## config.mk

```make
export PLATFORM = sky130hd
export DESIGN_NAME = ex_mem_skid
export DESIGN_NICKNAME = d
export VERILOG_FILES = /design/src/rtl/ex_mem_skid.sv
export SDC_FILE = /design/constraint.sdc
export NUM_CORES = 1
export LEC_CHECK = 0
export CORE_MARGIN = 2
export CORE_UTILIZATION = 45
export CTS_BUF_LIST = sky130_fd_sc_hd__clkbuf_4 sky130_fd_sc_hd__clkbuf_8
export DETAILED_ROUTE_END_ITERATION = 12
export PLACE_DENSITY_LB_ADDON = 0.1
export RECOVER_POWER = 25
export SKIP_CTS_REPAIR_TIMING = 1
export SYNTH_ARGS = -nofsm -noshare
export SYNTH_HDL_FRONTEND = slang
export SYNTH_SLANG_ARGS = --single-unit
```

## constraint.sdc

```tcl
create_clock -name clk -period 1.45 [get_ports clk]
set_input_delay 0.29 -clock clk [delete_from_list [all_inputs] [get_ports clk]]
set_output_delay 0.29 -clock clk [all_outputs]
set_load 0.03 [all_outputs]
```

## src/rtl/ex_mem_skid.sv

```systemverilog
// EX->MEM pipeline register with a two-entry skid buffer and flush; optional overflow trap under `OVF_TRAP_EN`.
// Latency: 1 cycle from an accepted input to out_valid when the stage is empty; entries leave in strict FIFO order.
// Backpressure: in_ready is a flop (low only while both entries are occupied), so out_ready never reaches in_ready combinationally.
module ex_mem_skid #(
  parameter int DATA_W = 32,
  parameter int REG_W  = 5
) (
  input  logic              clk,
  input  logic              reset_n,
  input  logic              flush,
  input  logic              in_valid,
  output logic              in_ready,
  input  logic [DATA_W-1:0] in_sum,
  input  logic              in_zout,
  input  logic              in_nout,
  input  logic              in_ovf,
  input  logic              in_ovf_chk,
  input  logic [REG_W-1:0]  in_rd,
  input  logic              in_regwrite,
  input  logic              in_memread,
  input  logic              in_memwrite,
  input  logic [DATA_W-1:0] in_wdata,
  input  logic [DATA_W-1:0] in_pc,
  output logic              out_valid,
  input  logic              out_ready,
  output logic [DATA_W-1:0] out_sum,
  output logic              out_zout,
  output logic              out_nout,
  output logic [REG_W-1:0]  out_rd,
  output logic              out_regwrite,
  output logic              out_memread,
  output logic              out_memwrite,
  output logic [DATA_W-1:0] out_wdata,
  output logic [DATA_W-1:0] out_pc,
  output logic              exc_ovf,
  output logic [DATA_W-1:0] exc_pc
);

  typedef struct packed {
    logic [DATA_W-1:0] sum;
    logic              zout;
    logic              nout;
    logic [REG_W-1:0]  rd;
    logic              regwrite;
    logic              memread;
    logic              memwrite;
    logic [DATA_W-1:0] wdata;
    logic [DATA_W-1:0] pc;
  } entry_t;

  typedef enum logic [1:0] {
    EMPTY = 2'd0,
    FULL  = 2'd1,
    SKID  = 2'd2
  } state_t;

  state_t state_q, state_d;
  entry_t main_q, main_d;
  entry_t skid_q, skid_d;
  logic   in_ready_q, in_ready_d;
  logic   out_valid_q, out_valid_d;

  entry_t in_entry;
  logic   in_xfer;
  logic   out_xfer;
  logic   trap;

  assign in_xfer  = in_valid & in_ready_q;
  assign out_xfer = out_valid_q & out_ready;

`ifdef OVF_TRAP_EN
  assign trap = in_ovf & in_ovf_chk;
`else
  // Overflow inputs have no effect when the trap is compiled out.
  logic unused_ovf;
  assign unused_ovf = in_ovf ^ in_ovf_chk;
  assign trap       = 1'b0;
`endif

  // Pack the incoming word; a trapping instruction has its side effects stripped.
  always_comb begin
    in_entry.sum      = in_sum;
    in_entry.zout     = in_zout;
    in_entry.nout     = in_nout;
    in_entry.rd       = in_rd;
    in_entry.regwrite = in_regwrite & ~trap;
    in_entry.memread  = in_memread & ~trap;
    in_entry.memwrite = in_memwrite & ~trap;
    in_entry.wdata    = in_wdata;
    in_entry.pc       = in_pc;
  end

  // Next state, buffer moves and registered handshake outputs.
  always_comb begin
    state_d = state_q;
    main_d  = main_q;
    skid_d  = skid_q;
    if (flush) begin
      // Buffer contents are left in place so out_* keep their last value.
      state_d = EMPTY;
    end else begin
      case (state_q)
        EMPTY: begin
          if (in_xfer) begin
            main_d  = in_entry;
            state_d = FULL;
          end
        end
        FULL: begin
          if (in_xfer && out_xfer) begin
            main_d = in_entry;
          end else if (in_xfer) begin
            skid_d  = in_entry;
            state_d = SKID;
          end else if (out_xfer) begin
            state_d = EMPTY;
          end
        end
        SKID: begin
          if (out_xfer) begin
            main_d  = skid_q;
            state_d = FULL;
          end
        end
        default: state_d = EMPTY;
      endcase
    end
    in_ready_d  = (state_d != SKID);
    out_valid_d = (state_d != EMPTY);
  end

  // State and data registers with synchronous reset.
  always_ff @(posedge clk) begin
    if (!reset_n) begin
      state_q     <= EMPTY;
      main_q      <= '0;
      skid_q      <= '0;
      in_ready_q  <= 1'b1;
      out_valid_q <= 1'b0;
    end else begin
      state_q     <= state_d;
      main_q      <= main_d;
      skid_q      <= skid_d;
      in_ready_q  <= in_ready_d;
      out_valid_q <= out_valid_d;
    end
  end

`ifdef OVF_TRAP_EN
  logic              exc_ovf_q;
  logic [DATA_W-1:0] exc_pc_q;

  // One-cycle trap pulse for each accepted overflowing word; PC held until the next trap.
  always_ff @(posedge clk) begin
    if (!reset_n) begin
      exc_ovf_q <= 1'b0;
      exc_pc_q  <= '0;
    end else begin
      exc_ovf_q <= in_xfer & ~flush & trap;
      if (in_xfer && !flush && trap) begin
        exc_pc_q <= in_pc;
      end
    end
  end

  assign exc_ovf = exc_ovf_q;
  assign exc_pc  = exc_pc_q;
`else
  assign exc_ovf = 1'b0;
  assign exc_pc  = '0;
`endif

  assign in_ready     = in_ready_q;
  assign out_valid    = out_valid_q;
  assign out_sum      = main_q.sum;
  assign out_zout     = main_q.zout;
  assign out_nout     = main_q.nout;
  assign out_rd       = main_q.rd;
  assign out_regwrite = main_q.regwrite;
  assign out_memread  = main_q.memread;
  assign out_memwrite = main_q.memwrite;
  assign out_wdata    = main_q.wdata;
  assign out_pc       = main_q.pc;

endmodule

```

==> metrics, run 1 <==
outcome finished with violations; failing checks negative setup slack; CP max stage delay around 0.36 ns; R2R setup slack -0.26 ns; WP data required about 1.8 ns; setup violators final between 200 and 250; GR peak layer met2; Die Area approximately 21000 um^2; clock buffer count from CTS 37; Hold/Removal Path Class in2reg; Post-synth ARST share 0; placed cell area about 12000 um^2; vias in the first global route approximately 7000; DRC viols 0; Post-Layout Cell Count about 1500; CTS Sinks between 200 and 250; maximum VDD drop around 0.58 mV; Crit Path Max Fanout 25; share of the synthesized area in the top cell type 0.472; Ports between 200 and 300; P&R area growth vs syn 37.1%; power per cell area about 1100 nW/um^2; met3 Use GR 0.0528; largest net degree at the start of global routing 96; top post-synthesis cells by area dfxtp_1 (47%), mux2i_1 (12%), o211a_1 (12%); Hold Worst Slack approximately 0.11 ns; share of layout cells above drive strength 1 0.208; Root Buffer clkbuf_8; clock tree buffer depth 3; Final WS setup -0.259 ns; Post-DRT Antenna Nets 0; core area 20100 um^2; synth cell count leaders dfxtp_1 (216), nand2_1 (216), mux2i_1 (107), nand3_1 (107); initial drt markers roughly 310; gr usage total 0.194; TritonCTS clock tree done; die height 147 um; Final Max Slew Viols 0; Total Power 14.2 mW; PortBufs 218; H-tree depth 2; Final nets ~1300; Worst path slowest cell dfxtp_4; synthesized flop and latch total approximately 220; reg-to-reg startpoint state_q[1]; post-synth top area cell dfxtp_1; CP arrival 2.10 ns; routability cong. around 0.79; Final Hold Fails 0; Reg2Reg Depth 6; CP Class reg2reg; Design Area, Final between 10000 and 15000 um^2; Critical Path Start Type flop; Final Cycle Share 1.18; initial antenna violation count 1; cell area after synthesis 9150 um^2; top_reg_cell synth dfxtp_1; grt ovf 0; Via density slightly above 5; placed cells between 1000 and 1500; syn avg cell area between 9 and 10 um^2; global-route wire length before repair between 30 and 40 mm; number of synthesized flops with an enable pin 0; met1 Use GR 0.262; clock period minus worst slack 1.71 ns; via count of the routed design a little under 8000; fmax ~600 MHz; crit-path cells or2_4, a221oi_4, buf_6, buf_12, nand2_1, o211a_1; Hold Startpoint reset_n; dpl hpwl ~14 mm; sequential area share after synthesis 0.472; DR WL/cell 15.3 um; skew final about 0.026 ns; Die W 147 um; first drt pass iteration count 5; Leak ~6.9 nW; worst skew pair latency approximately 0.5 ns; Routed WL 23.3 mm; Hold EP out_wdata[25]; FF-to-FF End out_sum[12]; Initial Util 0.455; CP endpoint kind flop; YS warnings 0; RSZ-0062 raised after global routing true; Site Rows 52; Reg clk slew, reported paths 0.06 ns; TNS Setup -40.83 ns; WHS Path Cells 2; Synth Instances 1000; Max Cap Viol 0; Yosys cell types 23; met2 usage 0.302
critical path: cells and delay by family (launching register included):
kind | cells | cell delay (ns)
compound gates | 2 | 0.48
flops | 1 | 0.36
simple gates | 2 | 0.31
buf+inv | 2 | 0.42
cell families (layout without fill, tap and decap cells):
kind of cell / Yosys count / after routing / share of synthesized area
other: 1 / 34 / 0.000410
AOI/OAI and AO/OA: 217 / 217 / 0.178
DFF: 216 / 216 / 0.472
muxes: 108 / 108 / 0.118
and+or+nand+nor: 330 / 330 / 0.152
buffers and inverters: 128 / 350 / 0.0782
power breakdown:
| group | leakage, nW | internal, mW | switching, mW |
|---|---|---|---|
| combinational | 4.70 | 0.918 | 1.29 |
| sequential | 1.76 | 6.21 | 0.158 |
| clock | 0.412 | 3.25 | 2.34 |
placed cells by master (no fill, tap or decap), types with 2 or more instances in the layout:
| cell type | count |
|---|---|
| a21oi_1 | 3 |
| buf_12 | 22 |
| buf_4 | 24 |
| buf_6 | 6 |
| buf_8 | 2 |
| clkbuf_16 | 13 |
| clkbuf_2 | 98 |
| clkbuf_4 | 17 |
| clkbuf_8 | 46 |
| clkdlybuf4s50_1 | 109 |
| clkinv_2 | 2 |
| conb_1 | 33 |
| dfxtp_1 | 213 |
| dfxtp_4 | 2 |
| dlymetal6s2s_1 | 8 |
| inv_1 | 2 |
| mux2i_1 | 107 |
| nand2_1 | 195 |
| nand2_2 | 14 |
| nand2_4 | 7 |
| nand3_1 | 107 |
| o211a_1 | 106 |
| o21ai_1 | 106 |
final cells by class:
class,instances,area (um^2)
antenna,1,2.50
clock buffer,62,753
clock inverter,2,10.0
fill,1778,7550
inverter,2,7.51
multi-input combinational,688,4350
sequential,216,4330
tap,270,338
timing repair buffer,284,2760
per-layer routing:
metal / share of wire / vias up
met5: 0 / -
li1: - / 3903
met4: 0.016 / 0
met1: 0.46 / 3642
met2: 0.46 / 202
met3: 0.058 / 31
state kept, by name (all words and copies together) (netlist names):
register	count
out_memread	1
out_nout	1
out_regwrite	1
out_zout	1
out_rd	5
out_valid	1
state_q	2
out_memwrite	1
out_wdata	32
out_pc	32
out_sum	32
skid_q	106
in_ready	1
worst max-delay path by stage:
stage,from,end,slack [ns]
3_5_place_dp,in_valid,out_wdata[13],-0.55
3_3_place_gp,in_valid,skid_q[31],-0.48
4_1_cts,out_pc[27],out_pc[27],-0.44
5_1_grt,state_q[1],out_pc[4],-0.33
6_report,state_q[1],out_sum[12],-0.26
2_1_floorplan,in_ready,skid_q[23],-0.08
through the flow:
stage	utilization	setup slack, ns
after detailed placement	0.585	-0.548
after global routing	0.624	-0.327
after CTS	0.623	-0.440
final	0.624	-0.259
after floorplan	-	-0.0842
after global placement	0.585	-0.479
Power figures use the tool's default switching activity.
==> inputs of run 2 (changes only) <==
--- a/config.mk
+++ b/config.mk
@@ -15,3 +15,4 @@
 export SYNTH_ARGS = -nofsm -noshare
 export SYNTH_HDL_FRONTEND = slang
 export SYNTH_SLANG_ARGS = --single-unit
+export TNS_END_PERCENT = 100
==> results of run 2 <==
The final DEF is identical to that of run 1; final timing and power are the same.
==> inputs of run 3 (changes only) <==
--- a/config.mk
+++ b/config.mk
@@ -5,6 +5,7 @@
 export SDC_FILE = /design/constraint.sdc
 export NUM_CORES = 1
 export LEC_CHECK = 0
+export CAP_MARGIN = 20
 export CORE_MARGIN = 2
 export CORE_UTILIZATION = 45
 export CTS_BUF_LIST = sky130_fd_sc_hd__clkbuf_4 sky130_fd_sc_hd__clkbuf_8
==> results of run 3 <==
The final DEF is identical to that of run 1; final timing and power are the same.
==> edit 1: new RTL, settings of run 3 <==
Build with the macro `OVF_TRAP_EN` defined.
--- a/src/rtl/ex_mem_skid.sv
+++ b/src/rtl/ex_mem_skid.sv
@@ -3,2 +3,4 @@
 // Backpressure: in_ready is a flop (low only while both entries are occupied), so out_ready never reaches in_ready combinationally.
+`define OVF_TRAP_EN
+
 module ex_mem_skid #(
Behaviour: not the same (Yosys sat finds a counterexample within 4 cycles, from zero or initial values and one cycle with reset_n low).
==> edit 1 against run 3 <==
- critical path depth fell by 1
- total power rose by 15%
- worst setup slack better by 0.080 ns
- sequential cell count is 33 higher
- count of clock-buffer cells in the layout is 10 higher
- first-iteration DRC count grew 37%
- area after synthesis is 7.8% higher
- the run still ends with negative setup slack left
- cell area increased by 8.3%
- routed wire length increased by 21%
- final cell count increased by 11%
- sequential power grew 14%
==> edit 1: results <==
[timing]
clock_skew_ns = 0.02060
setup_tns_ns = -27.72
setup_viol = 217
setup_ws_ns = -0.1792

[drt]
dr.pass1.iters = 5
vias = 9102
wl_um = 28080
drtIter0Drc = 426

[synthesis]
ys_types = 31
synth_area_leaders = "dfxtp_1, nand2_1, o211a_1"
avgSynthCellArea_um2 = 8.856
synth.top_cells.by_count = "nand2_1, dfxtp_1, o211a_1"
async_flop_share_pct = 0
synth_ff_type = "dfxtp_1"
ys_seq_area_share_pct = 50.53

[placed_design]
io_buffers = 253
dp_hpwl_um = 17830
place_congestion = 0.8002
post-place-cells = 1609

[status]
violations = "negative setup slack"
status = "complete, but fails checks"

[clocking]
clockBufferDepth = 3
cts_buffers = 43
clk_latency_ns = 0.55

[cells_and_area]
nets = 1493
diodes = 0
largest_reg_flops = 106
drive_gt1_share_pct = 21.57
fin_cells = 1694
fillers = 1923

[power_and_ir_drop]
peakVddDrop_mv = 1.241
p_leak_uw = 0.006341

[setup_path]
cp_max_fo = 41
critPathSlowestCell = "or4_4"
arrival_ns = 2.05
max_stage_delay_ns = 0.49

[grt]
grt_pass1_wl_um = 45690
antenna_found_initial = 0
grt_pass1_vias = 8838
grt_max_degree = 66
grt.total_usage_pct = 23.58
[edit 1: kinds of logic (layout without fill, tap and decap cells)]
family          Yosys count  after routing  share of synthesized area (%)
simple gates            398            398                          15.76
buf+inv                 105            405                          4.895
compound gates          362            362                          28.81
flops                   249            249                          50.53
[edit 1: final cells by class]
cell class	instances	share of cell area, %
flip-flops and latches	249	36.77
multi-input cells	760	32.66
repair buffers	325	20.92
clock buffers	72	6.554
well taps	280	2.578
clock inverters	7	0.4971
inverters	1	0.02762
[edit 1: worst paths after layout]
check                                start       endpoint  slack (ns)  cells past startpoint
worst min-delay path               reset_n  out_wdata[23]        0.09                      2
worst max register to register  state_q[0]     skid_q[73]       -0.18                      5
worst min register to register  skid_q[47]     skid_q[47]        0.45                      2
worst max-delay path            state_q[0]     skid_q[73]       -0.18                      5
[edit 1: layer usage]
| metal | global-route usage [%] | part of all wire [%] |
|---|---|---|
| met5 | 0 | 0 |
| met1 | 31.71 | 45 |
| met2 | 37.28 | 46 |
| met4 | 6.275 | 1.5 |
| met3 | 6.845 | 7.8 |
[edit 1: per-stage QoR]
step                total power, µW  cell area [µm²]  hold slack, ns  utilization (%)  setup WS [ns]
detailed placement             9828            13240          0.4510            61.04        -0.6306
finish                        16330            13590         0.08947            62.67        -0.1792
CTS                           16730            14200         0.05646            65.46        -0.5091
global route                  17020            13590         0.07241            62.67        -0.2384
floorplan                      8583             9901          0.4292                -        -0.1594
global placement               9814            13240          0.4464            61.04        -0.6189
[edit 1: power by group]
part	leakage, µW	total [µW]	switching, µW	internal (µW)
registers	0.00203	7280	156	7120
logic	0.00381	2200	1210	992
clock network	0.000503	6850	2800	4050
[edit 1: worst max-delay path, delay by kind of cell (launching register included)]
family | cells | cell delay, ns
compound gates | 2 | 0.34
simple gates | 2 | 0.57
buf+inv | 1 | 0.21
flops | 1 | 0.36
==> edit 2: new RTL, config.mk and constraints of run 3 <==
Made on the original files. Re-encode `state_t` (3 states) as one-hot, 3 bits wide.
--- a/src/rtl/ex_mem_skid.sv
+++ b/src/rtl/ex_mem_skid.sv
@@ -50,6 +50,6 @@
 
-  typedef enum logic [1:0] {
-    EMPTY = 2'd0,
-    FULL  = 2'd1,
-    SKID  = 2'd2
+  typedef enum logic [2:0] {
+    EMPTY = 3'b001,
+    FULL  = 3'b010,
+    SKID  = 3'b100
   } state_t;
Behaviour: same outputs for any inputs over 4 cycles, from zero or initial values and one cycle with reset_n low; so few cycles prove little.
==> edit 2 against run 3 <==
- the run still ends with negative setup slack left
- sequential cell count increased by 1
- worst hold slack improved by 0.054 ns
- sequential share of layout area down 2.8 points
- worst setup slack worse by 0.10 ns
- cell area is 9.3% higher
- area after synthesis increased by 0.51%
- total power grew 0.87%
- utilization rose by 5.6 points
- final cell count is 3.4% higher
- maximum frequency is 5.6% lower
- routed wire length grew 23%
- critical endpoint is now skid_q[92]
- largest power group unchanged
==> edit 2: results <==
[clocking]
htreeDepth = 2
clk_latency_ns = 0.53

[timing]
setup_viol = 215
setup_tns_ns = -59.74
clock_skew_ns = 0.01419
setup_ws_ns = -0.3598

[grt]
grt_pass1_wl_um = 39040
antenna_found_initial = 0
grt_pass1_vias = 7442
grt_max_degree = 86
grt.total_usage_pct = 22.07

[cells_and_area]
diodes = 0
drive_gt1_share_pct = 28.84
largest_reg_flops = 106
nets = 1396
fillers = 1616

[synthesis]
ys_seq_area_share_pct = 47.23
async_flop_share_pct = 0
ys_types = 30
synth_area_leaders = "dfxtp_1, mux2i_1, nand2_1"
ys_warn_count = 0
synth.top_cells.by_count = "dfxtp_1, nand2_1, a21oi_1"
synth_ff_type = "dfxtp_1"
postSynthCellCount = 1012

[placed_design]
post-place-cells = 1468
dp_hpwl_um = 15610
place_congestion = 0.8328

[drt]
drtIter0Drc = 385
wl_um = 28680
vias = 8314
viasPerCell = 5.272

[setup_path]
arrival_ns = 2.24
max_stage_delay_ns = 0.39
critPathSlowestCell = "nor4b_4"
cp_max_fo = 7

[power_and_ir_drop]
peakVddDrop_mv = 0.6917
p_leak_uw = 0.005325

[status]
violations = "negative setup slack"
status = "complete, but fails checks"
edit 2: logic make-up (layout without fill, tap and decap cells):
kind of cell              after synthesis  count (layout)  share of synthesized area, %
other                                   1              33                       0.04077
AOI/OAI and AO/OA                     325             325                         23.78
xor gates and xnor gates                2               2                        0.1905
and+or+nand+nor                       231             232                         10.04
DFF                                   217             217                         47.23
buffers and inverters                 130             392                         7.195
muxes                                 106             106                         11.53
edit 2: power breakdown:
part	leakage, µW	internal (µW)	switching [µW]
logic	0.00314	842	1210
clock network	0.000422	3420	2490
registers	0.00177	6200	145
total	0.00533	10500	3840
edit 2: path summary, 6_finish.rpt:
path | from | end | slack [ns] | cells after the start
setup / recovery | out_valid | skid_q[92] | -0.36 | 8
hold / removal | reset_n | in_ready | 0.16 | 3
setup reg to reg | out_valid | skid_q[92] | -0.36 | 8
hold reg to reg | skid_q[89] | skid_q[89] | 0.45 | 2
edit 2: cell type report:
class                           instances  area [µm²]  area share, %
Multi-Input combinational cell        698        4758          34.67
Inverter                                3       11.26        0.08206
Clock inverter                          2       12.51        0.09117
Timing Repair Buffer                  326        3460          25.21
Sequential cell                       217        4354          31.73
Clock buffer                           61       789.5          5.753
Tap cell                              270       337.8          2.462
edit 2: worst max-delay path, delay by kind of cell (launching register included):
family          cells  cell delay (ns)
buf+inv             4             0.57
simple gates        3             0.61
compound gates      1             0.18
flops               1             0.34
edit 2: routing by layer:
| metal | share of wire, % | global-route usage, % |
|---|---|---|
| met3 | 6.5 | 5.590 |
| met1 | 44 | 30.16 |
| met2 | 47 | 34.13 |
| met5 | 0 | 0 |
| met4 | 2.1 | 7.692 |
edit 2: metrics by stage:
step | setup slack (ns) | power (µW) | area [µm²]
6_report | -0.3598 | 14300 | 13720
3_5_place_dp | -0.6709 | 8596 | 12130
5_1_grt | -0.4880 | 14810 | 13720
3_3_place_gp | -0.6339 | 8595 | 12130
2_1_floorplan | -0.3220 | 7615 | 9470
4_1_cts | -0.4595 | 14490 | 12940
